### config.mk
export PLATFORM = sky130hd
export DESIGN_NAME = mult_32_seq_ctrl
export DESIGN_NICKNAME = d
export VERILOG_FILES = /design/src/rtl/mult_32_seq_ctrl.sv
export SDC_FILE = /design/constraint.sdc
export NUM_CORES = 1
export LEC_CHECK = 0
export ABC_AREA = 1
export BUFFER_PORTS_ARGS = -buffer_cell sky130_fd_sc_hd__buf_2
export CAP_MARGIN = 40
export CELL_PAD_IN_SITES_DETAIL_PLACEMENT = 2
export CELL_PAD_IN_SITES_GLOBAL_PLACEMENT = 2
export CORE_ASPECT_RATIO = 0.9
export CORE_MARGIN = 2
export CORE_UTILIZATION = 32
export CTS_CLUSTER_SIZE = 28
export DETAILED_ROUTE_END_ITERATION = 7
export PLACE_DENSITY_LB_ADDON = 0.3
export SYNTH_ARGS = -nofsm -noshare
export SYNTH_HDL_FRONTEND = slang
export SYNTH_SLANG_ARGS = --single-unit
### constraint.sdc
create_clock -name clk -period 5.3 [get_ports clk]
set_input_delay 0.53 -clock clk [delete_from_list [all_inputs] [get_ports clk]]
set_output_delay 0.53 -clock clk [all_outputs]
set_load 0.1 [all_outputs]
### src/rtl/mult_32_seq_ctrl.sv
// Sequential shift-add controller for the unsigned WIDTH x WIDTH multiplier.
// A start in IDLE runs WIDTH shift-add steps, then pulses done with a 2*WIDTH-bit product on hi/lo.
module mult_32_seq_ctrl #(
    parameter int WIDTH = 32,
    parameter int CNT_W = 6
) (
    input  logic             clk,
    input  logic             reset,
    input  logic             start,
    input  logic [WIDTH-1:0] multiplier,
    input  logic [WIDTH-1:0] multiplicant,
    output logic             busy,
    output logic             done,
    output logic [WIDTH-1:0] hi,
    output logic [WIDTH-1:0] lo
);

    typedef enum logic [1:0] {
        IDLE = 2'd0,
        RUN  = 2'd1,
        DONE = 2'd2
    } state_t;

    state_t             state;
    state_t             state_next;
    logic [CNT_W-1:0]   count;
    logic [WIDTH-1:0]   mcand;
    logic [2*WIDTH-1:0] product;
    logic [WIDTH:0]     sum;
    logic               last_iter;

    assign last_iter = (count == CNT_W'(WIDTH - 1));

    // The extra top bit keeps the carry, so the final shifted product is exact.
    assign sum = {1'b0, product[2*WIDTH-1:WIDTH]} + {1'b0, (product[0] ? mcand : '0)};

    // NOTE: registered state uses non-blocking assignments so every flop samples pre-edge values.
    always_ff @(posedge clk) begin
        if (reset) begin
            state <= IDLE;
        end else begin
            state <= state_next;
        end
    end

    always_comb begin
        // NOTE: default first, so no path leaves state_next unassigned and no latch is inferred.
        state_next = state;
        case (state)
            IDLE:    if (start) state_next = RUN;
            RUN:     if (last_iter) state_next = DONE;
            DONE:    state_next = IDLE;
            default: state_next = IDLE;
        endcase
    end

    always_ff @(posedge clk) begin
        if (reset) begin
            count   <= '0;
            mcand   <= '0;
            product <= '0;
        end else begin
            case (state)
                IDLE: begin
                    if (start) begin
                        mcand   <= multiplicant;
                        product <= {{WIDTH{1'b0}}, multiplier};
                        count   <= '0;
                    end
                end
                RUN: begin
                    product <= {sum, product[WIDTH-1:1]};
                    count   <= count + CNT_W'(1);
                end
                default: ;
            endcase
        end
    end

    assign busy = (state != IDLE);
    assign done = (state == DONE);
    assign hi   = product[2*WIDTH-1:WIDTH];
    assign lo   = product[WIDTH-1:0];

endmodule

==> results of run 1 <==
-- final cells by class --
cell class | count | area (sq um) | share of cell area, %
Clock buffer | 9 | 225 | 2.91
Timing Repair Buffer | 138 | 738 | 9.52
Clock inverter | 7 | 95.1 | 1.23
Multi-Input combinational cell | 701 | 3560 | 45.9
Inverter | 195 | 732 | 9.44
Sequential cell | 104 | 2080 | 26.9
Tap cell | 255 | 319 | 4.12
-- cells by family (layout without fill, tap and decap cells) --
kind of cell / Yosys count / in the layout / synth area share (%)
compound gates: 187 / 187 / 17.1
flops: 104 / 104 / 31.8
buf+inv: 233 / 349 / 13.7
simple gates: 480 / 480 / 30.7
fa+ha+maj: 34 / 34 / 6.62
-- flip-flops by register name, indices dropped and copies added (netlist names) --
name,cells
product,64
mcand,32
count,6
state,2
-- final timing paths --
check              from          end  slack, ps  depth (start not counted)
max          product[0]  product[59]       2350                         13
min               reset  product[36]        370                          2
max reg2reg  product[0]  product[59]       2350                         13
min reg2reg    count[5]     count[5]        470                          1
-- cell usage in the layout (no fill, tap or decap), drive strengths merged --
master,instances
nand2,292
a21oi,95
clkbuf,9
o21bai,3
a211oi,1
buf,138
clkinvlp,1
o221ai,32
clkinv,4
or2,4
o21ai,50
a32o,1
nand4,3
a221oi,2
nand3b,4
fa,1
a21o,2
and2,1
nor3,7
dfxtp,104
nor2,119
ha,33
inv,197
nand3,50
o211ai,1
-- report_power, final --
group	switching, mW	internal (mW)
sequential	0.0434	0.832
combinational	0.382	0.103
clock	0.383	0.343
-- worst max-delay path: cells and delay by family, from the launching register on --
| kind | cells | cell delay [ps] |
|---|---|---|
| AO/OA/AOI/OAI | 3 | 630 |
| buffers and inverters | 3 | 480 |
| adder cells (fa/ha/maj) | 1 | 300 |
| AND/OR/NAND/NOR | 6 | 620 |
| flip-flops | 1 | 850 |
-- metal layers --
layer | vias up | routed length (um) | track usage (%) | part of all wire, %
met1 | 3468 | 11800 | 30.7 | 47
met4 | 0 | 247 | 4.63 | 0.98
met2 | 122 | 12300 | 42.5 | 48
li1 | 3491 | - | - | -
met3 | 18 | 1010 | 4.42 | 4.0
met5 | - | 0 | 0 | 0
-- metrics by stage --
stage          util [%]  cell area, sq um
2_1_floorplan         -              6540
3_3_place_gp       36.9              7380
3_5_place_dp       37.1              7410
4_1_cts            38.7              7730
5_1_grt            38.8              7750
6_report           38.8              7750
==> metrics, run 1 <==
input/output buffers 132; first-pass iteration count of the detailed router 4; pre-CTS setup slack 2330 ps; CP max-delay cell dfxtp_1; kind of critical path reg2reg; die height 140 um; EDFF count, synth 0; Main synth FF type dfxtp_1; max-cap violation count 0; HP Class in2reg; DR vias/cell roughly 5.0; relative slew slack 46.5%; Final nets about 1.3k; critical path fanouts, max 20; FP Rows just under 50; core area 20000 sq um; antenna violations before repair 0; area grow syn2layout 18.6%; clock latency on the worst-skew pair 380 ps; #FFs+latches synth 104; Detail Route Antenna Nets 0; PD cells approximately 270 nW/um^2; global-route wire length before repair 41.4 mm; H-tree Lvls 3; worst-margin pin slew 802 ps; hpwl dp 18.8 mm; Setup Viol. Count Final 0; setup TNS 0 ps; Worst EP required 5620 ps; total grt overflow 0; Yosys cell types 33; Final Hold Vio Count 0; fillers 2586; die area approximately 22000 sq um; # diodes 0; FMAX 339 MHz; total number of vias 7099; Synth top area share 31.8%; CP Capture Type flip-flop; most instantiated cells after synthesis nand2_1, inv_1, nor2_1; RSZ-0062 raised after global routing false; largest area contributor in the netlist dfxtp_1; Total Routing Usage GR 24.0%; Seq/Total Area, Yosys 31.8%; Post-Synthesis Cells 1038; Setup Skew 14.2 ps; post-synthesis area per instance approximately 6.3 sq um; hold buffer count at CTS 0; gpl congestion 0.852; Non-Filler Instances ~1.4k; Initial DRC Count just under 300; Initial Utilization 32.7%; CTS buffer count 9; Final min period 2950 ps; final WL 25.3 mm; share of layout cells above drive strength 1 16.8%; count leader, synth nand2_1; post-CTS setup buffer count 0; outcome completed; P_leak 4.18 nW; Most Frequent Cell on Critical Path nand2_1; cts repair resizes 0; WL per Instance 18.0 um; Final Worst Setup Slack 2350 ps; largest net degree at the start of global routing between 60 and 70; clock-pin slew on the worst setup and hold paths 90 ps; Worst VDD drop 0.177 mV; Yosys warning count 0; CP Launch Type flip-flop; I/O pin count 133; clk sinks 104; Root Buffer clkbuf_16; CP peak stage delay 850 ps; Area contributors post-synth dfxtp_1, nand2_1, inv_1; Mapped Area 6540 sq um; Post-synth ARST share 0%; Mapped Nets about 1.1k; worst endpoint data arrival time 3260 ps; Die Wd 155 um; CTS tree yes; final period utilization 55.6%; CP cell instances buf_4, nand2_1, inv_1, ha_1, a21oi_1, inv_1, nor2_1, nand2_1, a21oi_1, nand2_1, nand2_1, nand3_1, a21oi_1; vias in the first global route between 7k and 8k; Min Hold Slack 374 ps; Remaining DRCs 0; Cells after DPL around 1.4k; clk buf depth 2; Power Total 2.09 mW; max-slew violation count 0
(Power assumes the default switching activity.)
==> inputs of run 2 (changes only) <==
--- a/config.mk
+++ b/config.mk
@@ -5,14 +5,14 @@
 export SDC_FILE = /design/constraint.sdc
 export NUM_CORES = 1
 export LEC_CHECK = 0
-export ABC_AREA = 1
+export ABC_AREA = 0
 export BUFFER_PORTS_ARGS = -buffer_cell sky130_fd_sc_hd__buf_2
 export CAP_MARGIN = 40
 export CELL_PAD_IN_SITES_DETAIL_PLACEMENT = 2
 export CELL_PAD_IN_SITES_GLOBAL_PLACEMENT = 2
 export CORE_ASPECT_RATIO = 0.9
 export CORE_MARGIN = 2
-export CORE_UTILIZATION = 32
+export CORE_UTILIZATION = 27
 export CTS_CLUSTER_SIZE = 28
 export DETAILED_ROUTE_END_ITERATION = 7
 export PLACE_DENSITY_LB_ADDON = 0.3
==> constraint.sdc (replaced) <==
create_clock -name clk -period 2.5 [get_ports clk]
set_input_delay 0.25 -clock clk [delete_from_list [all_inputs] [get_ports clk]]
set_output_delay 0.25 -clock clk [all_outputs]
set_load 0.1 [all_outputs]
==> run 2 against run 1 <==
Compared with the run above: the flow now finishes with violations (negative setup slack); routed wire length fell by 0.38%; cell area rose by 7.7%; register-to-register slack got worse by 2600 ps; non-clock buffer count rose by 90; final cell count fell by 11%; count of clock-buffer cells in the layout did not move; core utilization rose by 1.3 points; clock skew fell by 3.3 ps; sequential power rose by 110%; clock power rose by 110%; critical endpoint is now product[61]; largest cell class unchanged.
==> metrics, run 2 <==
outcome complete, but fails checks; violated checks negative setup slack; Die Wd 158 um (+2.1%); Setup Viol. Count Final 17 (+17); RSZ-0062 raised after global routing true; Area contributors post-synth dfxtp_1, nor2_1, nand2_1; PD cells 533 nW/um^2 (+98%); Remaining DRCs 0 (unchanged); final WL 25.2 mm (-0.38%); Reg power frac 41.0% (-1.0 points); largest net degree at the start of global routing 47 (-29%); FMAX 367 MHz (+8.2%); Worst VDD drop 0.357 mV (+100%); Initial Utilization 27.6% (-5.1 points); combinational share of power 23.8% (+0.6 points); Worst EP required 2750 ps (-2870 ps); P_int 2.82 mW (+120%); Final Worst Setup Slack -225 ps (-2580 ps); Sw Ratio 36.6% (-2.1 points); worst-margin pin slew 659 ps (-143 ps); Detail Route Antenna Nets 0 (unchanged); kind of critical path reg2reg; WL per Instance 20.1 um (+12%); Root Buffer clkbuf_16; clk sinks 104 (unchanged); final period utilization 109% (+53 points); Final nets 1063 (-15%); count leader, synth nor2_1; P_leak 3.60 nW (-14%); Cells after DPL 1213 (-13%); Seq/Total Area, Yosys 36.2% (+4.3 points); input/output buffers 132 (unchanged); Setup Skew 10.9 ps (-3.31 ps); most frequent cells in the layout buf_2, nor2_1, nand2_1; vias in the first global route 6842 (-12%); # diodes 0 (unchanged); Mapped Nets 871 (-24%); Main synth FF type dfxtp_1; #FFs+latches synth 104 (unchanged); Total Routing Usage GR 20.5% (-3.6 points); antenna violations before repair 0 (unchanged); clock latency on the worst-skew pair 360 ps (-20 ps); post-synthesis area per instance 7.47 sq um (+19%); Synth top area share 36.2% (+4.3 points); largest registers product (64), mcand (32), count (6); Post-synth ARST share 0% (unchanged); total grt overflow 0 (unchanged); global-route wire length before repair 36.1 mm (-13%); largest area contributor in the netlist dfxtp_1; Non-Filler Instances 1253 (-11%); Final min period 2730 ps (-223 ps); Clock power frac 35.2% (+0.4 points); P_sw 1.63 mW (+100%); Most flops, register product; Power Total 4.45 mW (+110%); HP Class in2reg; CP peak stage delay 400 ps (-450 ps); Initial DRC Count 219 (-24%); max-slew violation count 0 (unchanged); CTS tree yes; core area 20800 sq um (+4.2%); area grow syn2layout 45.1%; DR vias/cell 5.11 (+1.4%); CP cell instances buf_4, and2_1, ha_2, buf_4, nand2_1, o21ai_1, inv_1, o21ai_0, o21ai_0, a32o_1; CP Capture Type flip-flop; CP max-delay cell dfxtp_4; clock-pin slew on the worst setup and hold paths 90 ps (about the same); Yosys cell types 58 (+76%); most instantiated cells after synthesis nor2_1, nand2_1, dfxtp_1; most common cell after layout, fill and taps aside buf_2; die area 22500 sq um (+4.2%); CTS buffer count 9 (unchanged); Final Hold Vio Count 0 (unchanged); die height 143 um (+2.1%); pre-CTS setup slack -161 ps (-2490 ps); EDFF count, synth 0 (unchanged); Mapped Area 5760 sq um (-12%); max reg flops 64 (unchanged); I/O pin count 133 (unchanged); max-cap violation count 0 (unchanged); FP Rows 50 (+2.0%); CP Launch Type flip-flop; clk buf depth 2 (unchanged); share of layout cells above drive strength 1 39.0% (+22 points); Yosys warning count 0 (unchanged); first-pass iteration count of the detailed router 4 (unchanged); total number of vias 6400 (-9.8%); hpwl dp 16.2 mm (-14%); relative slew slack 56.1% (+9.6 points); Core Util, Final 40.1% (+1.3 points); Post-Synthesis Cells 770 (-26%); worst endpoint data arrival time 2980 ps (-280 ps); H-tree Lvls 3 (unchanged); gpl congestion 0.792 (-7.0%); critical path fanouts, max 14 (-30%)
[run 2: changes by cell type after synthesis, sizes merged, moves of 14 or more]
cell | before | now
clkbuf | 18 | 38
o221ai | 32 | 2
nor4 | 0 | 32
a21oi | 95 | 81
and2 | 1 | 34
inv | 195 | 9
nand2 | 292 | 116
xnor2 | 0 | 14
nand3 | 50 | 22
[run 2: worst paths after layout]
check | cells past startpoint | slack [ps] | from | to
max | 10 | -230 | product[0] | product[61]
min reg2reg | 2 | 460 | mcand[31] | mcand[31]
max reg2reg | 10 | -230 | product[0] | product[61]
min | 3 | 120 | multiplicant[9] | mcand[9]
[run 2: power by group through the flow]
stage	sequential [mW]	combinational, mW	clock (mW)
after floorplan	2.26	0.326	0
after global placement	1.86	0.983	0
after detailed placement	1.87	1.00	0
after CTS	1.83	1.04	1.62
after global routing	1.84	1.13	1.66
final	1.83	1.06	1.56
[run 2: critical path: cells and delay by family, from the launching register on]
family / cells / cell delay [ps]
simple gates: 2 / 260
fa+ha+maj: 1 / 390
compound gates: 4 / 1120
flops: 1 / 400
buf+inv: 3 / 430
[run 2: cells by family (layout without fill, tap and decap cells)]
| group | after synthesis | count (layout) | share of synthesized area (%) |
|---|---|---|---|
| adders and majority gates | 34 | 34 | 7.52 |
| buffers and inverters | 56 | 253 | 4.26 |
| and+or+nand+nor | 375 | 375 | 29.7 |
| xor gates and xnor gates | 20 | 20 | 3.04 |
| DFF | 104 | 104 | 36.2 |
| AOI/OAI and AO/OA | 181 | 181 | 19.3 |
[run 2: area by class of cell]
class | instances | area (sq um)
clock buffer | 9 | 225
clock inverter | 7 | 97.6
fill | 2359 | 12500
inverter | 9 | 33.8
multi-input combinational | 610 | 4090
sequential | 104 | 2120
tap | 286 | 358
timing repair buffer | 228 | 1430
[run 2: repair_timing]
action | CTS | global route
pin swaps | 22 | 35
hold buffers | 0 | 0
resized for setup | 48 | 74
buffers inserted | 14 | 11
endpoints found under the setup margin | 20 | 25
[run 2: metal layers]
layer / wire length, um / GRT usage (%) / up-vias / part of all wire [%]
li1: - / - / 3058 / -
met1: 10700 / 25.7 / 3158 / 42
met2: 12400 / 35.9 / 149 / 49
met3: 1500 / 4.51 / 35 / 6.0
met4: 579 / 4.02 / 0 / 2.3
met5: 0 / 0 / - / 0
[run 2: stage by stage]
stage | instance area [sq um] | TNS, ps | hold WS, ps
after global placement | 7260 | -256 | 442
after floorplan | 5930 | -401 | 386
after detailed placement | 7280 | -1230 | 447
after CTS | 7920 | -562 | 112
after global routing | 8350 | -3610 | 125
final | 8350 | -1180 | 120
